## src/rtl/axi4_lite_pkg.sv

```systemverilog
`default_nettype none
// +----------------------------------------------------------------------+
// | axi4_lite_pkg: response encodings, FSM states, shared helpers.        |
// | Revision: 1.0                                                         |
// +----------------------------------------------------------------------+
package axi4_lite_pkg;

  localparam logic [1:0] RESP_OKAY   = 2'b00;
  localparam logic [1:0] RESP_EXOKAY = 2'b01;
  localparam logic [1:0] RESP_SLVERR = 2'b10;
  localparam logic [1:0] RESP_DECERR = 2'b11;

  typedef enum logic [0:0] {
    IDLE = 1'b0,
    RESP = 1'b1
  } state_e;

  function automatic logic [1:0] resp_of(input logic err);
    return err ? RESP_SLVERR : RESP_OKAY;
  endfunction

endpackage
`default_nettype wire

```

## src/rtl/axi4_lite_read_slave_if.sv

```systemverilog
`default_nettype none
// +----------------------------------------------------------------------+
// | axi4_lite_read_slave_if: AXI4-Lite AR and R channel bundle.           |
// | Revision: 1.0                                                         |
// +----------------------------------------------------------------------+
interface axi4_lite_read_slave_if #(
  parameter int ADDR_WIDTH = 32,
  parameter int DATA_WIDTH = 32
);

  logic                  ARVALID;
  logic                  ARREADY;
  logic [ADDR_WIDTH-1:0] ARADDR;
  logic [2:0]            ARPROT;
  logic                  RVALID;
  logic                  RREADY;
  logic [DATA_WIDTH-1:0] RDATA;
  logic [1:0]            RRESP;

  modport master (
    output ARVALID, ARADDR, ARPROT, RREADY,
    input  ARREADY, RVALID, RDATA, RRESP
  );

  modport slave (
    input  ARVALID, ARADDR, ARPROT, RREADY,
    output ARREADY, RVALID, RDATA, RRESP
  );

endinterface
`default_nettype wire

```

## src/rtl/axi4_lite_reg_bank.sv

```systemverilog
`default_nettype none
// +----------------------------------------------------------------------+
// | axi4_lite_reg_bank: register storage, one write / one async read port.|
// | Revision: 1.0                                                         |
// +----------------------------------------------------------------------+
module axi4_lite_reg_bank
  import axi4_lite_pkg::*;
#(
  parameter  int DATA_WIDTH = 32,
  parameter  int NUM_REGS   = 8,
  localparam int IDX_W      = $clog2(NUM_REGS)
) (
  input  wire logic                  clk,
  input  wire logic                  rst,
  input  wire logic                  wr_en_i,
  input  wire logic [IDX_W-1:0]      wr_idx_i,
  input  wire logic [DATA_WIDTH-1:0] wr_data_i,
  input  wire logic [IDX_W-1:0]      rd_idx_i,
  output logic      [DATA_WIDTH-1:0] rd_data_o
);

  logic [DATA_WIDTH-1:0] bank_q [NUM_REGS];

  always_ff @(posedge clk or posedge rst) begin
    if (rst) begin
      for (int i = 0; i < NUM_REGS; i++) begin
        bank_q[i] <= '0;
      end
    end else if (wr_en_i) begin
      bank_q[wr_idx_i] <= wr_data_i;
    end
  end

  // Combinational read sees the pre-edge contents, giving read-before-write.
  assign rd_data_o = bank_q[rd_idx_i];

endmodule
`default_nettype wire

```

## src/rtl/axi4_lite_read_slave.sv

```systemverilog
`default_nettype none
// +----------------------------------------------------------------------+
// | axi4_lite_read_slave: AXI4-Lite read responder over a local reg bank. |
// | Revision: 1.0                                                         |
// +----------------------------------------------------------------------+
module axi4_lite_read_slave
  import axi4_lite_pkg::*;
#(
  parameter  int ADDR_WIDTH = 32,
  parameter  int DATA_WIDTH = 32,
  parameter  int NUM_REGS   = 8,
  parameter  bit PRIV_ONLY  = 1'b0,
  localparam int IDX_W      = $clog2(NUM_REGS)
) (
  input  wire logic                  ACLK,
  input  wire logic                  ARESET,
  axi4_lite_read_slave_if.slave      s_axi,
  input  wire logic                  wr_en,
  input  wire logic [IDX_W-1:0]      wr_idx,
  input  wire logic [DATA_WIDTH-1:0] wr_data,
  output logic      [15:0]           rd_count
);

  localparam int BYTE_LSB = $clog2(DATA_WIDTH / 8);
  localparam int IDX_HI   = BYTE_LSB + IDX_W;

  state_e                state_q, state_d;
  logic                  arready_q, arready_d;
  logic                  rvalid_q, rvalid_d;
  logic [DATA_WIDTH-1:0] rdata_q, rdata_d;
  logic [1:0]            rresp_q, rresp_d;
  logic [15:0]           rd_count_q, rd_count_d;

  logic                  w_ar_hs;
  logic                  w_r_hs;
  logic                  w_misaligned;
  logic                  w_out_of_range;
  logic                  w_priv_err;
  logic                  w_err;
  logic [IDX_W-1:0]      w_idx;
  logic [DATA_WIDTH-1:0] w_bank_data;

  assign w_ar_hs = s_axi.ARVALID & arready_q;
  assign w_r_hs  = rvalid_q & s_axi.RREADY;

  assign w_idx        = s_axi.ARADDR[IDX_HI-1:BYTE_LSB];
  assign w_misaligned = |s_axi.ARADDR[BYTE_LSB-1:0];
  assign w_priv_err   = PRIV_ONLY && !s_axi.ARPROT[0];

  generate
    if (IDX_HI < ADDR_WIDTH) begin : g_range_check
      assign w_out_of_range = |s_axi.ARADDR[ADDR_WIDTH-1:IDX_HI];
    end else begin : g_range_full
      assign w_out_of_range = 1'b0;
    end
  endgenerate

  assign w_err = w_misaligned | w_out_of_range | w_priv_err;

  axi4_lite_reg_bank #(
    .DATA_WIDTH (DATA_WIDTH),
    .NUM_REGS   (NUM_REGS)
  ) u_bank (
    .clk       (ACLK),
    .rst       (ARESET),
    .wr_en_i   (wr_en),
    .wr_idx_i  (wr_idx),
    .wr_data_i (wr_data),
    .rd_idx_i  (w_idx),
    .rd_data_o (w_bank_data)
  );

  always_comb begin
    state_d    = state_q;
    arready_d  = arready_q;
    rvalid_d   = rvalid_q;
    rdata_d    = rdata_q;
    rresp_d    = rresp_q;
    rd_count_d = rd_count_q;
    case (state_q)
      IDLE: begin
        arready_d = 1'b1;
        if (w_ar_hs) begin
          state_d   = RESP;
          arready_d = 1'b0;
          rvalid_d  = 1'b1;
          rdata_d   = w_err ? '0 : w_bank_data;
          rresp_d   = resp_of(w_err);
        end
      end
      RESP: begin
        // Response is frozen until accepted; bank writes do not reach rdata_q.
        if (w_r_hs) begin
          state_d    = IDLE;
          arready_d  = 1'b1;
          rvalid_d   = 1'b0;
          rd_count_d = rd_count_q + 16'd1;
        end
      end
      default: begin
        state_d   = IDLE;
        arready_d = 1'b0;
        rvalid_d  = 1'b0;
      end
    endcase
  end

  always_ff @(posedge ACLK or posedge ARESET) begin
    if (ARESET) begin
      state_q    <= IDLE;
      arready_q  <= 1'b0;
      rvalid_q   <= 1'b0;
      rdata_q    <= '0;
      rresp_q    <= RESP_OKAY;
      rd_count_q <= 16'd0;
    end else begin
      state_q    <= state_d;
      arready_q  <= arready_d;
      rvalid_q   <= rvalid_d;
      rdata_q    <= rdata_d;
      rresp_q    <= rresp_d;
      rd_count_q <= rd_count_d;
    end
  end

  assign s_axi.ARREADY = arready_q;
  assign s_axi.RVALID  = rvalid_q;
  assign s_axi.RDATA   = rdata_q;
  assign s_axi.RRESP   = rresp_q;
  assign rd_count      = rd_count_q;

endmodule
`default_nettype wire

```

## src/flat_wrapper.sv

```systemverilog
// flat-port wrapper written by rule: the top's interface ports become plain ports
module axi4_lite_read_slave_flat import axi4_lite_pkg::*;
#(
  parameter  int ADDR_WIDTH = 32,
  parameter  int DATA_WIDTH = 32,
  parameter  int NUM_REGS   = 8,
  parameter  bit PRIV_ONLY  = 1'b0,
  localparam int IDX_W      = $clog2(NUM_REGS)
)
  (ACLK, ARESET, wr_en, wr_idx, wr_data, rd_count, s_axi_ARVALID, s_axi_ARADDR, s_axi_ARPROT, s_axi_RREADY, s_axi_ARREADY, s_axi_RVALID, s_axi_RDATA, s_axi_RRESP);
  axi4_lite_read_slave_if #(.ADDR_WIDTH(ADDR_WIDTH), .DATA_WIDTH(DATA_WIDTH)) s_axi_i ();
  input  wire logic ACLK;
  input  wire logic ARESET;
  input  wire logic wr_en;
  input  wire logic [IDX_W-1:0] wr_idx;
  input  wire logic [DATA_WIDTH-1:0] wr_data;
  output logic      [15:0] rd_count;
  input wire logic [$bits(s_axi_i.ARVALID)-1:0] s_axi_ARVALID;
  input wire logic [$bits(s_axi_i.ARADDR)-1:0] s_axi_ARADDR;
  input wire logic [$bits(s_axi_i.ARPROT)-1:0] s_axi_ARPROT;
  input wire logic [$bits(s_axi_i.RREADY)-1:0] s_axi_RREADY;
  output wire logic [$bits(s_axi_i.ARREADY)-1:0] s_axi_ARREADY;
  output wire logic [$bits(s_axi_i.RVALID)-1:0] s_axi_RVALID;
  output wire logic [$bits(s_axi_i.RDATA)-1:0] s_axi_RDATA;
  output wire logic [$bits(s_axi_i.RRESP)-1:0] s_axi_RRESP;
  assign s_axi_i.ARVALID = s_axi_ARVALID;
  assign s_axi_i.ARADDR = s_axi_ARADDR;
  assign s_axi_i.ARPROT = s_axi_ARPROT;
  assign s_axi_i.RREADY = s_axi_RREADY;
  assign s_axi_ARREADY = s_axi_i.ARREADY;
  assign s_axi_RVALID = s_axi_i.RVALID;
  assign s_axi_RDATA = s_axi_i.RDATA;
  assign s_axi_RRESP = s_axi_i.RRESP;
  axi4_lite_read_slave #(.ADDR_WIDTH(ADDR_WIDTH), .DATA_WIDTH(DATA_WIDTH), .NUM_REGS(NUM_REGS), .PRIV_ONLY(PRIV_ONLY)) u_core (.ACLK(ACLK), .ARESET(ARESET), .s_axi(s_axi_i), .wr_en(wr_en), .wr_idx(wr_idx), .wr_data(wr_data), .rd_count(rd_count));
endmodule
```

## config.mk

```make
export PLATFORM = sky130hd
export DESIGN_NAME = axi4_lite_read_slave_flat
export DESIGN_NICKNAME = d
export VERILOG_FILES = /design/src/rtl/axi4_lite_pkg.sv /design/src/rtl/axi4_lite_read_slave_if.sv /design/src/rtl/axi4_lite_reg_bank.sv /design/src/rtl/axi4_lite_read_slave.sv /design/src/flat_wrapper.sv
export SDC_FILE = /design/constraint.sdc
export NUM_CORES = 1
export LEC_CHECK = 0
export CAP_MARGIN = 20
export CORE_MARGIN = 4
export CORE_UTILIZATION = 55
export CTS_CLUSTER_SIZE = 12
export DETAILED_ROUTE_END_ITERATION = 7
export PLACE_DENSITY = 0.77
export SYNTH_ARGS = -nofsm -noshare
export SYNTH_HDL_FRONTEND = slang
export SYNTH_SLANG_ARGS = --single-unit
```

## constraint.sdc

```tcl
create_clock -name ACLK -period 13.8 [get_ports ACLK]
set_input_delay 2.76 -clock ACLK [delete_from_list [all_inputs] [get_ports ACLK]]
set_output_delay 2.76 -clock ACLK [all_outputs]
set_load 0.02 [all_outputs]
```

==> metrics.md <==
| Metric | Value |
|---|---|
| Mapped Nets | `926` |
| Clock power share | `0.362` |
| Via Count | `around 7700` |
| Switch share | `0.2401` |
| Initial antenna violation count | `0` |
| Worst R2R Start | `u_core.state_q$_DFF_PP0_` |
| TritonCTS Sinks | `308` |
| FFs w/ async S/R, synth | `1.000` |
| Global Route Usage Sum | `0.2179` |
| CORE AREA | `24250 sq um` |
| Status | `finished clean` |
| Sequential group share of total power | `0.470` |
| TritonRoute pass-1 iters | `4` |
| Crit end category | `register` |
| DP HPWL | `16.47 mm` |
| Main synth FF type | `dfrtp_1` |
| Setup TNS | `0 ps` |
| Initial Util | `0.5575` |
| Final setup viols | `0` |
| # H-tree levels | `2` |
| Die width | `around 160 um` |
| Logic pwr share | `0.168` |
| CP max FO | `18` |
| HP Class | `register to register` |
| Initial DRC count | `404` |
| Layout cells sized above 1 | `0.3970` |
| Worst path top cell family by delay | `buffers and inverters` |
| Buf/Inv on CP | `2` |
| Crit start category | `input pin` |
| Synth warnings | `0` |
| Global-route wire length before repair | `46.04 mm` |
| Leakage power | `~6.8 nW` |
| Max Clock Freq | `208.1 MHz` |
| Power Density | `155.3 nW/um^2` |
| Placed cell count | `1258` |
| Clock Tree Root | `clkbuf_16` |
| Worst R2R End | `u_core.s_axi.RDATA[30]$_DFFE_PP0P_` |
| Crit-path cells | `clkdlybuf4s50_1, nor3_4, buf_4, mux2_2` |
| Skew-Pair Late Insertion Delay | `500 ps` |
| Peak VDD IR | `91.36 uV` |
| CTS tree | `done` |
| Synthesized flop and latch total | `308` |
| Gr ovfl total | `0` |
| Total Routed Length | `28.56 mm` |
| RD Place Congestion | `0.7326` |
| Slew HR | `0.3585` |
| Int Power | `1.898 mW` |
| Rows | `57` |
| CP peak stage delay | `870 ps` |
| Max clock buf depth | `3` |
| Final Max Slew Viols | `0` |
| Final setup margin | `8995 ps` |
| WHS | `approximately 480 ps` |
| Req. time, crit path | `14170 ps` |
| Final Instance Count excl. Fillers | `1315` |
| Vias/cell | `between 5 and 6` |
| Fin. Hold Viols | `0` |
| Hold endpoint | `u_core.rd_count[15]$_DFFE_PP0P_` |
| Flop-to-flop setup slack | `12060 ps` |
| Max-cap violations | `0` |
| Post-synthesis sequential area ratio | `0.5702` |
| Port buffer count | `122` |
| NetSw | `599.7 uW` |
| Syn_area_per_cell | `~16 sq um` |
| Synth Instances | `850` |
| CTS Buf Count | `34` |
| Worst Clk Skew | `just over 10 ps` |
| # hold bufs at CTS | `0` |
| Worst EP arrival | `5180 ps` |
| Unrepaired setup endpoints after global routing | `no` |
| Min-delay src | `u_core.rd_count[15]$_DFFE_PP0P_` |
| Die Height | `164.8 um` |
| Drt drc | `0` |
| CTS-repair resized insts | `0` |
| Min Clock Period, post-route | `4805 ps` |
| FF-to-FF path depth | `4` |
| IO Pins | `127` |
| Post-synth EDFFs | `0` |
| Final net count | `about 1000` |
| Kind of critical path | `input pin to register` |
| Die ar. | `27150 sq um` |
| Hold Path Cell Cnt | `1` |
| Slowest cell on the critical path | `nor3_4` |
| DR WL/cell | `21.72 um` |
| Worst-Margin Slew | `962.3 ps` |
| Synthesized cell area | `13520 sq um` |
| Clock Pin Slew Worst Setup and Hold Paths | `60 ps` |
| Utilization after layout | `0.6631` |
| Synth unique cells | `35` |
| Post-CTS Setup Repair Bufs | `0` |
| Routed Antenna Nets | `0` |
| Post-synthesis to final-layout area growth | `18.95%` |
| Vias in the first global route | `between 8000 and 9000` |
| Final Cycle Share | `0.3482` |
| Largest net degree at the start of global routing | `179` |
| Post-Place Setup Slack | `approximately 8500 ps` |
-- state kept, by name, summed over array words and instances, names as in the netlist --
signal and cells:
u_core.u_bank.bank_q 256, u_core.s_axi.RDATA 32, u_core.rd_count 16, u_core.s_axi.ARREADY 1
u_core.s_axi.RRESP 1, u_core.s_axi.RVALID 1, u_core.state_q 1
-- cells in the final DEF (no fill, tap or decap), drive strengths merged --
cell type,count
dfrtp,308
mux2,257
clkdlybuf4s50,119
mux4,64
clkbuf,53
nand2,44
mux2i,32
o21ai,32
buf,17
xnor2,12
nand3,7
nand4,6
nor4,6
nor3,5
nand4b,3
nor2,3
xor2,3
nor3b,2
a21oi,2
and3,2
inv,2
clkinv,2
diode,1
nand2b,1
nand3b,1
and3b,1
or3,1
and4,1
o21a,1
ha,1
conb,1
bufinv,1
-- through the flow --
| stage | total power, mW | area (sq um) |
|---|---|---|
| floorplan | 1.478 | 13520 |
| global placement | 1.585 | 14920 |
| detailed placement | 1.609 | 14940 |
| CTS | 2.524 | 16080 |
| global route | 2.615 | 16080 |
| finish | 2.498 | 16080 |
-- final cells by class --
class | count | area [sq um]
well taps | 324 | 405.4
flip-flops and latches | 308 | 7707
fillers | 1694 | 8169
clock buffers | 53 | 1096
clock inverters | 3 | 43.79
diodes | 1 | 2.502
inverters | 2 | 15.01
repair buffers | 136 | 1336
multi-input cells | 488 | 5473
-- power by group through the flow --
stage	clock network, mW	registers [mW]	logic, mW
floorplan	0	1.17	0.309
global placement	0	1.18	0.409
detailed placement	0	1.19	0.422
CTS	0.925	1.17	0.426
global route	0.964	1.19	0.456
finish	0.905	1.17	0.418
-- cell usage after synthesis, drive strengths merged (3+ instances only) --
cell type | count | area [sq um]
nor2 | 3 | 11.26
nor3 | 5 | 40.04
xnor2 | 12 | 105.1
dfrtp | 308 | 7707
nand3 | 7 | 35.03
o21ai | 32 | 160.1
mux2 | 257 | 2894
clkbuf | 3 | 11.26
nand4 | 6 | 37.54
buf | 49 | 344.1
nand2 | 44 | 165.2
mux2i | 32 | 320.3
xor2 | 3 | 26.28
mux4 | 64 | 1441
nor4 | 6 | 62.56
nand4b | 3 | 26.28
-- logic make-up after synthesis --
kind of cell	count (synthesis)	synth area share
XOR/XNOR	15	0.009719
other	1	0.0002774
AND/OR/NAND/NOR	83	0.03452
multiplexers	353	0.3444
AO/OA/AOI/OAI	35	0.01314
buffers and inverters	54	0.02684
flip-flops	308	0.5702
adder cells (fa/ha/maj)	1	0.0009254
-- layer usage --
layer | up-vias | wire length [um] | GRT usage
met4 | 0 | 443 | 0.04991
met3 | 35 | 1642 | 0.03793
met1 | 4062 | 12310 | 0.3066
met2 | 189 | 14170 | 0.3608
met5 | - | 0 | 0
li1 | 3372 | - | -
-- worst max path at each step --
| stage | from | endpoint | slack [ps] | cells past startpoint |
|---|---|---|---|---|
| CTS | wr_idx[1] | u_core.u_bank.bank_q[216]$_DFFE_PP0P_ | 9020 | 4 |
| global route | wr_idx[2] | u_core.u_bank.bank_q[216]$_DFFE_PP0P_ | 8910 | 4 |
| finish | wr_idx[2] | u_core.u_bank.bank_q[197]$_DFFE_PP0P_ | 9000 | 4 |
| global placement | wr_idx[1] | u_core.u_bank.bank_q[47]$_DFFE_PP0P_ | 8220 | 4 |
| detailed placement | wr_idx[2] | u_core.u_bank.bank_q[194]$_DFFE_PP0P_ | 8500 | 4 |
| floorplan | ARESET | u_core.rd_count[0]$_DFFE_PP0P_ | 2520 | 1 |
Note: power is estimated with default switching activity, not from simulation.
